==> config.mk <==
export PLATFORM = sky130hd
export DESIGN_NAME = uart_tx_arbiter
export DESIGN_NICKNAME = d
export VERILOG_FILES = /design/src/rtl/uart_tx_arbiter_pkg.sv /design/src/rtl/uart_tx_arbiter_rr_pick.sv /design/src/rtl/uart_tx_arbiter.sv
export SDC_FILE = /design/constraint.sdc
export NUM_CORES = 1
export LEC_CHECK = 0
export ABC_CLOCK_PERIOD_IN_PS = 2400
export BUFFER_PORTS_ARGS = -buffer_cell sky130_fd_sc_hd__clkbuf_2
export CORE_MARGIN = 2
export CORE_UTILIZATION = 50
export DETAILED_ROUTE_END_ITERATION = 6
export GPL_TIMING_DRIVEN = 0
export MAX_ROUTING_LAYER = met4
export PLACE_DENSITY = 0.8
export SYNTH_ARGS = -nofsm -noshare
export SYNTH_HDL_FRONTEND = slang
export SYNTH_SLANG_ARGS = --single-unit
==> constraint.sdc <==
create_clock -name clk -period 2.4 [get_ports clk]
set_input_delay 0.36 -clock clk [delete_from_list [all_inputs] [get_ports clk]]
set_output_delay 0.36 -clock clk [all_outputs]
set_load 0.02 [all_outputs]
==> src/rtl/uart_tx_arbiter_pkg.sv <==
`default_nettype none
// ============================================================================
// Module   : uart_tx_arbiter_pkg
// Brief    : Shared types and defaults for the UART transmit arbiter.
// Revision : 1.0
// ============================================================================
package uart_tx_arbiter_pkg;

    localparam int DEF_N_REQ        = 4;
    localparam int DEF_BUSY_TIMEOUT = 15;

    typedef enum logic [2:0] {
        ST_IDLE      = 3'd0,
        ST_LOAD      = 3'd1,
        ST_START     = 3'd2,
        ST_WAIT_BUSY = 3'd3,
        ST_WAIT_DONE = 3'd4
    } state_t;

    // Index of the set bit in a one-hot vector of up to eight bits.
    function automatic int onehot_to_idx(input logic [7:0] oh);
        int idx;
        idx = 0;
        for (int i = 0; i < 8; i++) begin
            if (oh[i]) begin
                idx = i;
            end
        end
        return idx;
    endfunction

endpackage : uart_tx_arbiter_pkg
`default_nettype wire

==> src/rtl/uart_tx_arbiter_rr_pick.sv <==
`default_nettype none
// ============================================================================
// Module   : rr_pick
// Brief    : Combinational round-robin picker; first request after last owner.
// Revision : 1.0
// ============================================================================
module rr_pick #(
    parameter int N_REQ = 4,
    parameter int IDX_W = 2
) (
    input  logic [N_REQ-1:0] req_i,
    input  logic [IDX_W-1:0] last_owner_i,
    output logic [N_REQ-1:0] grant_o
);

    logic [IDX_W:0] idx;
    logic           found;

    always_comb begin
        grant_o = '0;
        found   = 1'b0;
        idx     = '0;
        for (int off = 1; off <= N_REQ; off++) begin
            idx = {1'b0, last_owner_i} + (IDX_W+1)'(off);
            if (idx >= (IDX_W+1)'(N_REQ)) begin
                idx = idx - (IDX_W+1)'(N_REQ);
            end
            if (!found && req_i[idx[IDX_W-1:0]]) begin
                grant_o[idx[IDX_W-1:0]] = 1'b1;
                found                   = 1'b1;
            end
        end
    end

endmodule : rr_pick
`default_nettype wire

==> src/rtl/uart_tx_arbiter.sv <==
`default_nettype none
// ============================================================================
// Module   : uart_tx_arbiter
// Brief    : Round-robin, message-locked arbiter feeding one UART transmitter.
// Revision : 1.0
// ============================================================================
module uart_tx_arbiter
    import uart_tx_arbiter_pkg::*;
#(
    parameter int N_REQ        = DEF_N_REQ,
    parameter int BUSY_TIMEOUT = DEF_BUSY_TIMEOUT
) (
    input  logic               clk,
    input  logic               rst_n,
    input  logic [N_REQ-1:0]   req_valid,
    input  logic [8*N_REQ-1:0] req_data,
    input  logic [N_REQ-1:0]   req_last,
    output logic [N_REQ-1:0]   req_ready,
    output logic [N_REQ-1:0]   grant,
    output logic               uart_start,
    output logic [7:0]         uart_data,
    input  logic               uart_busy,
    output logic               err_timeout
);

    localparam int IDX_W = (N_REQ > 1) ? $clog2(N_REQ) : 1;
    localparam int CNT_W = $clog2(BUSY_TIMEOUT + 1);

    state_t             state_q, state_d;
    logic [N_REQ-1:0]   grant_q, grant_d;
    logic [IDX_W-1:0]   last_owner_q, last_owner_d;
    logic [7:0]         data_q, data_d;
    logic               last_q, last_d;
    logic [CNT_W-1:0]   cnt_q, cnt_d;
    logic               err_q, err_d;

    logic [N_REQ-1:0]   pick;
    logic [7:0]         grant8;
    logic [IDX_W-1:0]   owner_idx;
    logic               owner_valid;
    logic               owner_last;
    logic [7:0]         owner_data;
    logic [CNT_W-1:0]   cnt_inc;

    rr_pick #(
        .N_REQ (N_REQ),
        .IDX_W (IDX_W)
    ) u_rr_pick (
        .req_i        (req_valid),
        .last_owner_i (last_owner_q),
        .grant_o      (pick)
    );

    always_comb begin
        grant8               = '0;
        grant8[N_REQ-1:0]    = grant_q;
        owner_idx            = IDX_W'(onehot_to_idx(grant8));
        owner_valid          = |(req_valid & grant_q);
        owner_data           = '0;
        owner_last           = 1'b0;
        for (int i = 0; i < N_REQ; i++) begin
            if (grant_q[i]) begin
                owner_data = req_data[8*i +: 8];
                owner_last = req_last[i];
            end
        end
        cnt_inc = cnt_q + CNT_W'(1);
    end

    always_comb begin
        state_d      = state_q;
        grant_d      = grant_q;
        last_owner_d = last_owner_q;
        data_d       = data_q;
        last_d       = last_q;
        cnt_d        = cnt_q;
        err_d        = err_q;
        req_ready    = '0;
        uart_start   = 1'b0;

        case (state_q)
            ST_IDLE: begin
                if (|req_valid) begin
                    grant_d = pick;
                    state_d = ST_LOAD;
                end
            end
            ST_LOAD: begin
                // Only the locked owner is offered ready; others wait for release.
                req_ready = grant_q;
                if (owner_valid) begin
                    data_d  = owner_data;
                    last_d  = owner_last;
                    state_d = ST_START;
                end
            end
            ST_START: begin
                uart_start = 1'b1;
                cnt_d      = '0;
                state_d    = ST_WAIT_BUSY;
            end
            ST_WAIT_BUSY: begin
                if (uart_busy) begin
                    state_d = ST_WAIT_DONE;
                end else begin
                    cnt_d = cnt_inc;
                    if (cnt_inc == CNT_W'(BUSY_TIMEOUT)) begin
                        err_d        = 1'b1;
                        grant_d      = '0;
                        last_owner_d = owner_idx;
                        state_d      = ST_IDLE;
                    end
                end
            end
            ST_WAIT_DONE: begin
                if (!uart_busy) begin
                    if (last_q) begin
                        last_owner_d = owner_idx;
                        grant_d      = '0;
                        state_d      = ST_IDLE;
                    end else begin
                        state_d = ST_LOAD;
                    end
                end
            end
            default: begin
                state_d = ST_IDLE;
                grant_d = '0;
            end
        endcase
    end

    always_ff @(posedge clk or negedge rst_n) begin
        if (!rst_n) begin
            state_q      <= ST_IDLE;
            grant_q      <= '0;
            last_owner_q <= IDX_W'(N_REQ - 1);
            data_q       <= '0;
            last_q       <= 1'b0;
            cnt_q        <= '0;
            err_q        <= 1'b0;
        end else begin
            state_q      <= state_d;
            grant_q      <= grant_d;
            last_owner_q <= last_owner_d;
            data_q       <= data_d;
            last_q       <= last_d;
            cnt_q        <= cnt_d;
            err_q        <= err_d;
        end
    end

    assign grant       = grant_q;
    assign uart_data   = data_q;
    assign err_timeout = err_q;

endmodule : uart_tx_arbiter
`default_nettype wire

==> impl_metrics.tcl, run 1 <==
set metrics [dict create \
    start_util_pct 53.0 \
    ys.flop_type "dfrtp_1" \
    combPwrFrac_pct 66.1 \
    fp.coreArea_um2 3390 \
    yosysWarnings 0 \
    die_h_um 63.9 \
    die_w_um 63.9 \
    clock_path_buffers 2 \
    grt_max_degree 24 \
    skew_ns 0.0103 \
    area_delta_synth_final_pct 23.4 \
    slew_viol_final 0 \
    synth_edf_count 0 \
    die_area_um2 4090 \
    drt_wl_total_um 4610 \
    drt-initial-drc-count 73 \
    worst_pin_slew_ns 0.890 \
    gp_congestion 0.858 \
    n_fill_cell 291 \
    tns_ns 0 \
    outcome "complete, no violations" \
    synth_top_area_share_pct 29.2 \
    ys_seq_area_share_pct 32.2 \
    place_hpwl_um 3470 \
    power_leakage_uw 0.00104 \
    synth.area.mux_share_pct 4.60 \
    required_ns 2.65 \
    path_cells "buf_6 -> clkinvlp_4 -> ha_4 -> or3b_1 -> a211oi_1 -> a31oi_1 -> o211ai_1 -> a221o_1" \
    start_kind "register" \
    ir_drop_mv 0.551 \
    cts_num_sinks 23 \
    critPathMaxStageDelay_ns 0.56 \
    port_buffers 57 \
    overflow 0 \
    hp-class "input port to async pin" \
    postSynthCellCount 205 \
    synth-simple-area-share_pct 22.3 \
    viasPerCell 5.70 \
    worstPathArrival_ns 2.47 \
    intPower_uw 1330 \
    timing.fmax_ghz 0.451 \
    clk_transition_reported_paths_ns 0.13 \
    synth_xor_xnor_area_share_pct 1.46 \
    p_per_area_nw_per_um2 1180 \
    htree_levels 1 \
    setup_viol 0 \
    synth_fa_ha_area_share_pct 6.96 \
    async_reset_ff_share_pct 100 \
    cts_tree "done" \
    clk_latency_ns 0.31 \
    crit_fanout 8 \
    seq_power_share_pct 27.0 \
    dr.pass1.iters 4 \
    postRouteAntennaNets 0 \
    ctsHoldBuffers 0 \
    maxCapViolCount 0 \
    end_kind "register" \
    drive_above_1_share_pct 32.6 \
    grt_pass1_vias 1688 \
    num-nets-final 324 \
    crit_slowest_cell "dfstp_2" \
    ios 61 \
    period_share_pct 92.4 \
    grt_use_total_pct 23.7 \
    cts-root-buf "clkbuf_4" \
    netlist.top_cell.by_area "dfrtp_1" \
    crit_type "register to register" \
    grt_pass1_wl_um 7700 \
    rows 21 \
    fin_ws_ns 0.182 \
    relSlewSlack_pct 40.5 \
    synth.ff_latch_count 23 \
    pwr-share-clk_pct 6.9 \
    power_switching_uw 1270 \
    synth_area_leaders "dfrtp_1 (29%), ha_1 (7.0%), a22oi_1 (4.6%)" \
    synthesis.area_um2 1800 \
    synth_fp_nets 258 \
    swShare_pct 48.9 \
    ys_types 45 \
    drc 0 \
    synth_top_family_by_area "compound AO/OA/AOI/OAI gates" \
    vias 1800 \
    post_synth.cell_area_avg_um2 8.76 \
    routedWlPerCell_um 14.6 \
    antenna_found_initial 0 \
    hold_violations 0 \
    rsz0062_at_grt "false" \
    synth_compound_area_share_pct 26.3 \
    diodes 0 \
    dp_worst_setup_slack_ns -0.0257 \
    cts_made_buffers 3 \
    fin_crit_ns 2.22 \
]
[critical path: cells and delay by family (launching register included)]
family	cells	cell delay (ns)
AO/OA/AOI/OAI	4	0.74
flip-flops	1	0.56
AND/OR/NAND/NOR	1	0.35
adder cells (fa/ha/maj)	1	0.28
buffers and inverters	2	0.24
[synthesized netlist by cell type (all sizes together), types with 3 or more instances]
cell type	instances
a21oi	12
a221o	4
a221oi	8
a22oi	11
and2	9
buf	9
clkbuf	7
dfrtp	21
ha	10
inv	9
mux2i	6
nand2	12
nand3	4
nand3b	8
nor2	21
nor2b	4
nor3b	3
o211ai	4
o21ai	12
or3b	3
xor2	3
[registers in the layout, summed over array words and instances, names as in the netlist]
signal and cells:
uart_data 8, cnt_q 4, grant 4, state_q 3, last_owner_q 2, err_timeout 1, last_q 1
[logic make-up (layout without fill, tap and decap cells)]
family / Yosys count / in the layout
AND/OR/NAND/NOR: 70 / 70
adder cells (fa/ha/maj): 10 / 10
AO/OA/AOI/OAI: 66 / 66
XOR/XNOR: 3 / 3
buffers and inverters: 25 / 90
flip-flops: 23 / 23
multiplexers: 8 / 8
[area by class of cell]
cell class	instances	area [µm²]	share of cell area [%]
clock buffer	4	26.3	1.19
timing repair buffer	61	315	14.2
tap	46	57.6	2.60
multi-input combinational	157	1120	50.7
sequential	23	578	26.1
inverter	9	37.5	1.69
buffer	16	77.6	3.50
[stage by stage]
step	total power (µW)	hold slack [ns]	cells	area (µm²)	util (%)
floorplan	1890	0.0644	205	1800	-
global placement	2300	0.381	308	2140	63.1
detailed placement	2350	0.381	308	2140	63.1
CTS	2550	0.0374	312	2180	64.4
global route	2840	0.0469	316	2220	65.4
finish	2610	0.00717	316	2220	65.4
[cell usage in the layout (no fill, tap or decap), types with 3 or more instances in the layout]
cell      instances
o21ai_0           9
buf_2             8
buf_4             4
nor2_1           21
a221oi_1          8
xor2_1            3
nand3_1           4
nand2_1          12
ha_1              9
nand3b_1          7
dfrtp_1          21
o21ai_1           3
mux2i_1           6
clkbuf_4          3
nor2b_1           4
and2_1            9
clkbuf_1          8
inv_1             8
a221o_1           4
or3b_1            3
a22oi_1          11
clkbuf_2         57
o211ai_1          4
a21oi_1          12
[power groups by stage]
stage / logic (µW) / registers (µW) / clock network [µW]
6_report: 1720 / 705 / 179
2_1_floorplan: 1080 / 818 / 0
3_3_place_gp: 1590 / 714 / 0
5_1_grt: 1920 / 723 / 197
4_1_cts: 1650 / 720 / 179
3_5_place_dp: 1620 / 728 / 0
[worst paths after layout]
check	start	end	slack [ns]	cells after the start
worst max-delay path	last_owner_q[0]	grant[3]	0.18	8
min in group clk	uart_busy	state_q[2]	0.33	2
worst min register to register	err_timeout	err_timeout	0.49	1
worst min-delay path	rst_n	state_q[2]	0.007	1
max in group asynchronous	rst_n	last_owner_q[0]	2.00	1
worst max register to register	last_owner_q[0]	grant[3]	0.18	8
[repair_timing]
item | 4_1_cts | 5_1_grt
setup endpoints to repair | 4 | 4
cloned | 0 | 0
resized for setup | 2 | 1
endpoints found under the hold margin | 0 | 0
buffers inserted | 0 | 4
pin swaps | 0 | 1
[routing by layer]
metal	part of all wire, %	vias up	global-route usage [%]
li1	-	883	-
met4	1.4	0	6.25
met1	45	857	31.1
met5	0	-	-
met3	5.2	8	2.82
met2	49	52	38.9
(Power assumes the default switching activity.)
==> run 2, diff against run 1 <==
- BUFFER_PORTS_ARGS: -buffer_cell sky130_fd_sc_hd__clkbuf_2 -> -buffer_cell sky130_fd_sc_hd__buf_2
==> run 2 against run 1 <==
Against the previous run: the run now ends with negative hold slack left; sequential power fell by 1%; maximum frequency fell by 1.3%; power fell by 0.36%; core utilization rose by 0.37 points; sequential share of layout area fell by 0.15 points; critical endpoint is now grant[0].
==> impl_metrics.tcl, run 2 (synthesis results as in run 1) <==
set metrics [dict create \
    clk_transition_reported_paths_ns 0.13 \
    rsz0062_at_grt "false" \
    period_share_pct 93.7 \
    die_w_um 63.9 \
    timing.fmax_ghz 0.445 \
    relSlewSlack_pct 38.6 \
    hold_violations 9 \
    drive_above_1_share_pct 33.7 \
    clk_latency_ns 0.31 \
    rrSetupSlack_ns 0.15 \
    viasPerCell 5.87 \
    cp-startpoint "last_owner_q[0]" \
    antenna_found_initial 0 \
    vias 1855 \
    port_buffers 57 \
    start_util_pct 53.0 \
    largest_register_ffs 8 \
    cts_num_sinks 23 \
    maxCapViolCount 0 \
    worst_pin_slew_ns 0.919 \
    clock_path_buffers 2 \
    num-nets-final 324 \
    p_per_area_nw_per_um2 1170 \
    place_hpwl_um 3390 \
    layout_common_cells "buf_2 (65), nor2_1 (21), dfrtp_1 (21), nand2_1 (12), a21oi_1 (12)" \
    fin_crit_ns 2.25 \
    htree_levels 1 \
    slew_viol_final 0 \
    end_kind "register" \
    skew_ns 0.0110 \
    drt_wl_total_um 4630 \
    n_fill_cell 291 \
    grt_max_degree 24 \
    r2r_cells 8 \
    hp-class "input port to async pin" \
    setup_viol 0 \
    grt_use_total_pct 23.5 \
    start_kind "register" \
    fp.coreArea_um2 3390 \
    tns_ns 0 \
    outcome "complete, but fails checks" \
    die_h_um 63.9 \
    r2r-start "last_owner_q[0]" \
    overflow 0 \
    place_inst 308 \
    reg2reg_to "grant[0]" \
    path_cells "buf_6 -> clkinvlp_4 -> ha_4 -> or3b_1 -> a211oi_2 -> a31oi_2 -> o211ai_1 -> a221o_1" \
    rows 21 \
    cts_made_buffers 3 \
    cts_tree "done" \
    violations "negative hold slack" \
    power_leakage_uw 0.00104 \
    routedWlPerCell_um 14.7 \
    grt_pass1_wl_um 7650 \
    gp_congestion 0.827 \
    critPathMaxStageDelay_ns 0.57 \
    die_area_um2 4090 \
    postRouteAntennaNets 0 \
    hold_slack_ns -0.00360 \
    drc 0 \
    ctsHoldBuffers 0 \
    multi_input_area_um2 1140 \
    worstPathArrival_ns 2.50 \
    cts-root-buf "clkbuf_4" \
    endpoint "grant[0]" \
    register_area_um2 578 \
    ios 61 \
    crit_type "register to register" \
    ir_drop_mv 0.581 \
    dr.pass1.iters 4 \
    crit_fanout 8 \
    instances_no_fill 316 \
    drt-initial-drc-count 119 \
    diodes 0 \
    final_common_cell "buf_2" \
    grt_pass1_vias 1661 \
    area_delta_synth_final_pct 24.1 \
    crit_slowest_cell "dfstp_2" \
    required_ns 2.65 \
]
[run 2: cell types whose count changed in the layout (fill, tap and decap cells not counted), sizes merged]
cell | previous run | this run
clkbuf | 68 | 10
buf | 13 | 70
clkinv | 0 | 1
[run 2: cell type report]
class | instances | area share [%]
Timing Repair Buffer | 61 | 14.1
Multi-Input combinational cell | 157 | 51.0
Tap cell | 46 | 2.58
Sequential cell | 23 | 25.9
Inverter | 9 | 1.68
Clock buffer | 3 | 1.01
Buffer | 16 | 3.48
Clock inverter | 1 | 0.224
[run 2: layer usage]
layer  up-vias  wire length (µm)  GRT usage, %
met1       880              2040          30.6
li1        888                 -             -
met5         -                 0             -
met3        12               283          1.76
met2        75              2220          40.2
met4         0                91          4.62
[run 2: worst min path at each step]
stage	start	endpoint	slack [ns]	cells after the start
final	rst_n	state_q[2]	-0.004	1
after global routing	rst_n	state_q[2]	0.03	1
after CTS	rst_n	state_q[2]	0.005	1
after detailed placement	rst_n	state_q[2]	0.36	1
after global placement	rst_n	state_q[2]	0.36	1
after floorplan	rst_n	cnt_q[0]	0.06	0
[run 2: power by group]
group          leakage (µW)  internal (µW)  switching (µW)
sequential         0.000285            567             129
clock             0.0000177           62.3             116
combinational      0.000742            708            1020
[run 2: through the flow]
step | utilization, % | cell area (µm²) | power, µW | hold slack [ns] | worst slack (ns)
after floorplan | - | 1800 | 1890 | 0.0644 | 0.204
after global placement | 63.1 | 2140 | 2300 | 0.359 | 0.0272
after detailed placement | 63.1 | 2140 | 2330 | 0.359 | -0.0256
after CTS | 64.2 | 2180 | 2530 | 0.00521 | 0.0525
after global routing | 65.8 | 2230 | 2840 | 0.0300 | 0.00846
final | 65.8 | 2230 | 2600 | -0.00360 | 0.152
[run 2: timing repair]
| action | in CTS | in global routing |
|---|---|---|
| resized for setup | 1 | 5 |
| setup endpoints to repair | 4 | 4 |
| pin swaps | 0 | 2 |
| hold endpoints to repair | 0 | 0 |
| setup buffers | 1 | 3 |
[run 2: critical path: cells and delay by family (launching register included)]
kind	cells	cell delay, ns
AND/OR/NAND/NOR	1	0.37
buffers and inverters	2	0.27
flip-flops	1	0.57
adder cells (fa/ha/maj)	1	0.28
AO/OA/AOI/OAI	4	0.70
==> run 3, diff against run 2 <==
- CTS_CLUSTER_DIAMETER: not set -> 200
- RECOVER_POWER: not set -> 100
==> run 3 against run 2 <==
Against the previous run: the flow now finishes without violations; via count decreased by 1.7%; global-route usage unchanged; register-to-register slack about the same; combinational power is 3% lower; power shrank 2.0%; flip-flop and latch count unchanged; core utilization down 1.0 points; final area down 1.6%; maximum frequency about the same; worst hold slack improved by 0.26 ns; largest power group unchanged.
==> impl_metrics.tcl, run 3 (synthesis results as in run 1) <==
set metrics [dict create \
    gp_congestion 0.827 \
    hold_slack_ns 0.259 \
    viasPerCell 5.77 \
    grt_pass1_vias 1661 \
    ir_drop_mv 0.580 \
    skew_ns 0.0125 \
    outcome "complete, no violations" \
    hold_violations 0 \
    num-nets-final 324 \
    drt_wl_total_um 4620 \
    tns_ns 0 \
    clk_latency_ns 0.32 \
    instances_no_fill 316 \
    p_per_area_nw_per_um2 1160 \
    multi_input_area_um2 1120 \
    seq_power_share_pct 27.5 \
    antenna_found_initial 0 \
    timing.fmax_ghz 0.445 \
    cts_made_buffers 3 \
    power_switching_uw 1260 \
    ios 61 \
    required_ns 2.65 \
    n_fill_cell 300 \
    vias 1823 \
    port_buffers 57 \
    rsz0062_at_grt "false" \
    register_area_um2 578 \
    cts-root-buf "clkbuf_4" \
    hp-class "input port to async pin" \
    slew_viol_final 0 \
    cts_tree "done" \
    swShare_pct 49.4 \
    worstPathArrival_ns 2.50 \
    power_leakage_uw 0.000967 \
    final_common_cell "buf_2" \
    routedWlPerCell_um 14.6 \
    period_share_pct 93.7 \
    area_delta_synth_final_pct 22.1 \
    grt_use_total_pct 23.5 \
    layout_common_cells "buf_2 (46), clkbuf_1 (25), nor2_1 (21), dfrtp_1 (21)" \
    place_inst 308 \
    htree_levels 1 \
    clk_transition_reported_paths_ns 0.13 \
    cts_num_sinks 23 \
    maxCapViolCount 0 \
    dr.pass1.iters 4 \
    end_kind "register" \
    die_w_um 63.9 \
    fin_crit_ns 2.25 \
    worst_pin_slew_ns 1.22 \
    drt-initial-drc-count 109 \
    intPower_uw 1290 \
    relSlewSlack_pct 19.0 \
    fp.coreArea_um2 3390 \
    grt_pass1_wl_um 7650 \
    pwr-share-clk_pct 7.0 \
    crit_type "register to register" \
    crit_fanout 8 \
    overflow 0 \
    combPwrFrac_pct 65.5 \
    drive_above_1_share_pct 26.7 \
    drc 0 \
    grt_max_degree 24 \
    diodes 0 \
    place_hpwl_um 3390 \
    start_kind "register" \
    rows 21 \
    postRouteAntennaNets 0 \
    ctsHoldBuffers 0 \
    start_util_pct 53.0 \
    die_area_um2 4090 \
    largest_register_ffs 8 \
    clock_path_buffers 2 \
    die_h_um 63.9 \
    setup_viol 0 \
]
[run 3: changes by cell type in the layout (fill, tap and decap cells not counted)]
cell | previous run | this run
nand3b_1 | 7 | 8
nand3b_4 | 1 | 0
o21ai_1 | 3 | 1
o21ai_0 | 9 | 11
clkbuf_1 | 7 | 25
buf_2 | 65 | 46
and2_1 | 9 | 5
clkbuf_2 | 0 | 1
and2_0 | 0 | 4
[run 3: final timing paths]
check                           slack, ns            to  cells after the start       startpoint
worst max-delay path                 0.15      grant[0]                      8  last_owner_q[0]
max in group asynchronous            1.41  uart_data[5]                      1            rst_n
worst min-delay path                 0.26    state_q[2]                      1            rst_n
min in group clk                     0.33    state_q[2]                      2        uart_busy
worst min register to register       0.49   err_timeout                      1      err_timeout
worst max register to register       0.15      grant[0]                      8  last_owner_q[0]
[run 3: critical path: stages (launching register included)]
cell and delay, ns:
dfstp_2 0.57, buf_6 0.14, clkinvlp_4 0.13, ha_4 0.28, or3b_1 0.37, a211oi_2 0.22, a31oi_2 0.10, o211ai_1 0.22
a221o_1 0.16
[run 3: per-stage QoR]
| stage | setup slack, ns | instance area (µm²) | total power, µW | util, % |
|---|---|---|---|---|
| final | 0.152 | 2190 | 2550 | 64.7 |
| after global routing | 0.00846 | 2190 | 2790 | 64.7 |
| after CTS | 0.0525 | 2180 | 2530 | 64.2 |
| after detailed placement | -0.0256 | 2140 | 2330 | 63.1 |
| after global placement | 0.0272 | 2140 | 2300 | 63.1 |
| after floorplan | 0.204 | 1800 | 1890 | - |
[run 3: cell type report]
| cell class | instances | area share [%] |
|---|---|---|
| well taps | 46 | 2.62 |
| inverters | 9 | 1.71 |
| clock inverters | 1 | 0.228 |
| plain buffers | 16 | 3.42 |
| clock buffers | 3 | 1.03 |
| flip-flops and latches | 23 | 26.3 |
| multi-input cells | 157 | 51.2 |
| repair buffers | 61 | 13.5 |
[run 3: power by group through the flow]
stage | clock network [µW] | logic [µW] | registers, µW
final | 180 | 1670 | 700
after global routing | 195 | 1870 | 721
after CTS | 184 | 1640 | 705
after detailed placement | 0 | 1610 | 722
after global placement | 0 | 1590 | 710
after floorplan | 0 | 1080 | 818
[run 3: metal layers]
| metal | vias up | share of wire [%] | GRT usage, % |
|---|---|---|---|
| li1 | 886 | - | - |
| met4 | 0 | 1.9 | 4.62 |
| met2 | 62 | 48 | 40.2 |
| met3 | 10 | 4.7 | 1.76 |
| met5 | - | 0 | - |
| met1 | 865 | 45 | 30.6 |
[run 3: repair_timing]
action / in CTS / in global routing
buffers inserted: 1 / 3
resized for setup: 1 / 5
setup endpoints to repair: 4 / 4
pin swaps: 0 / 2
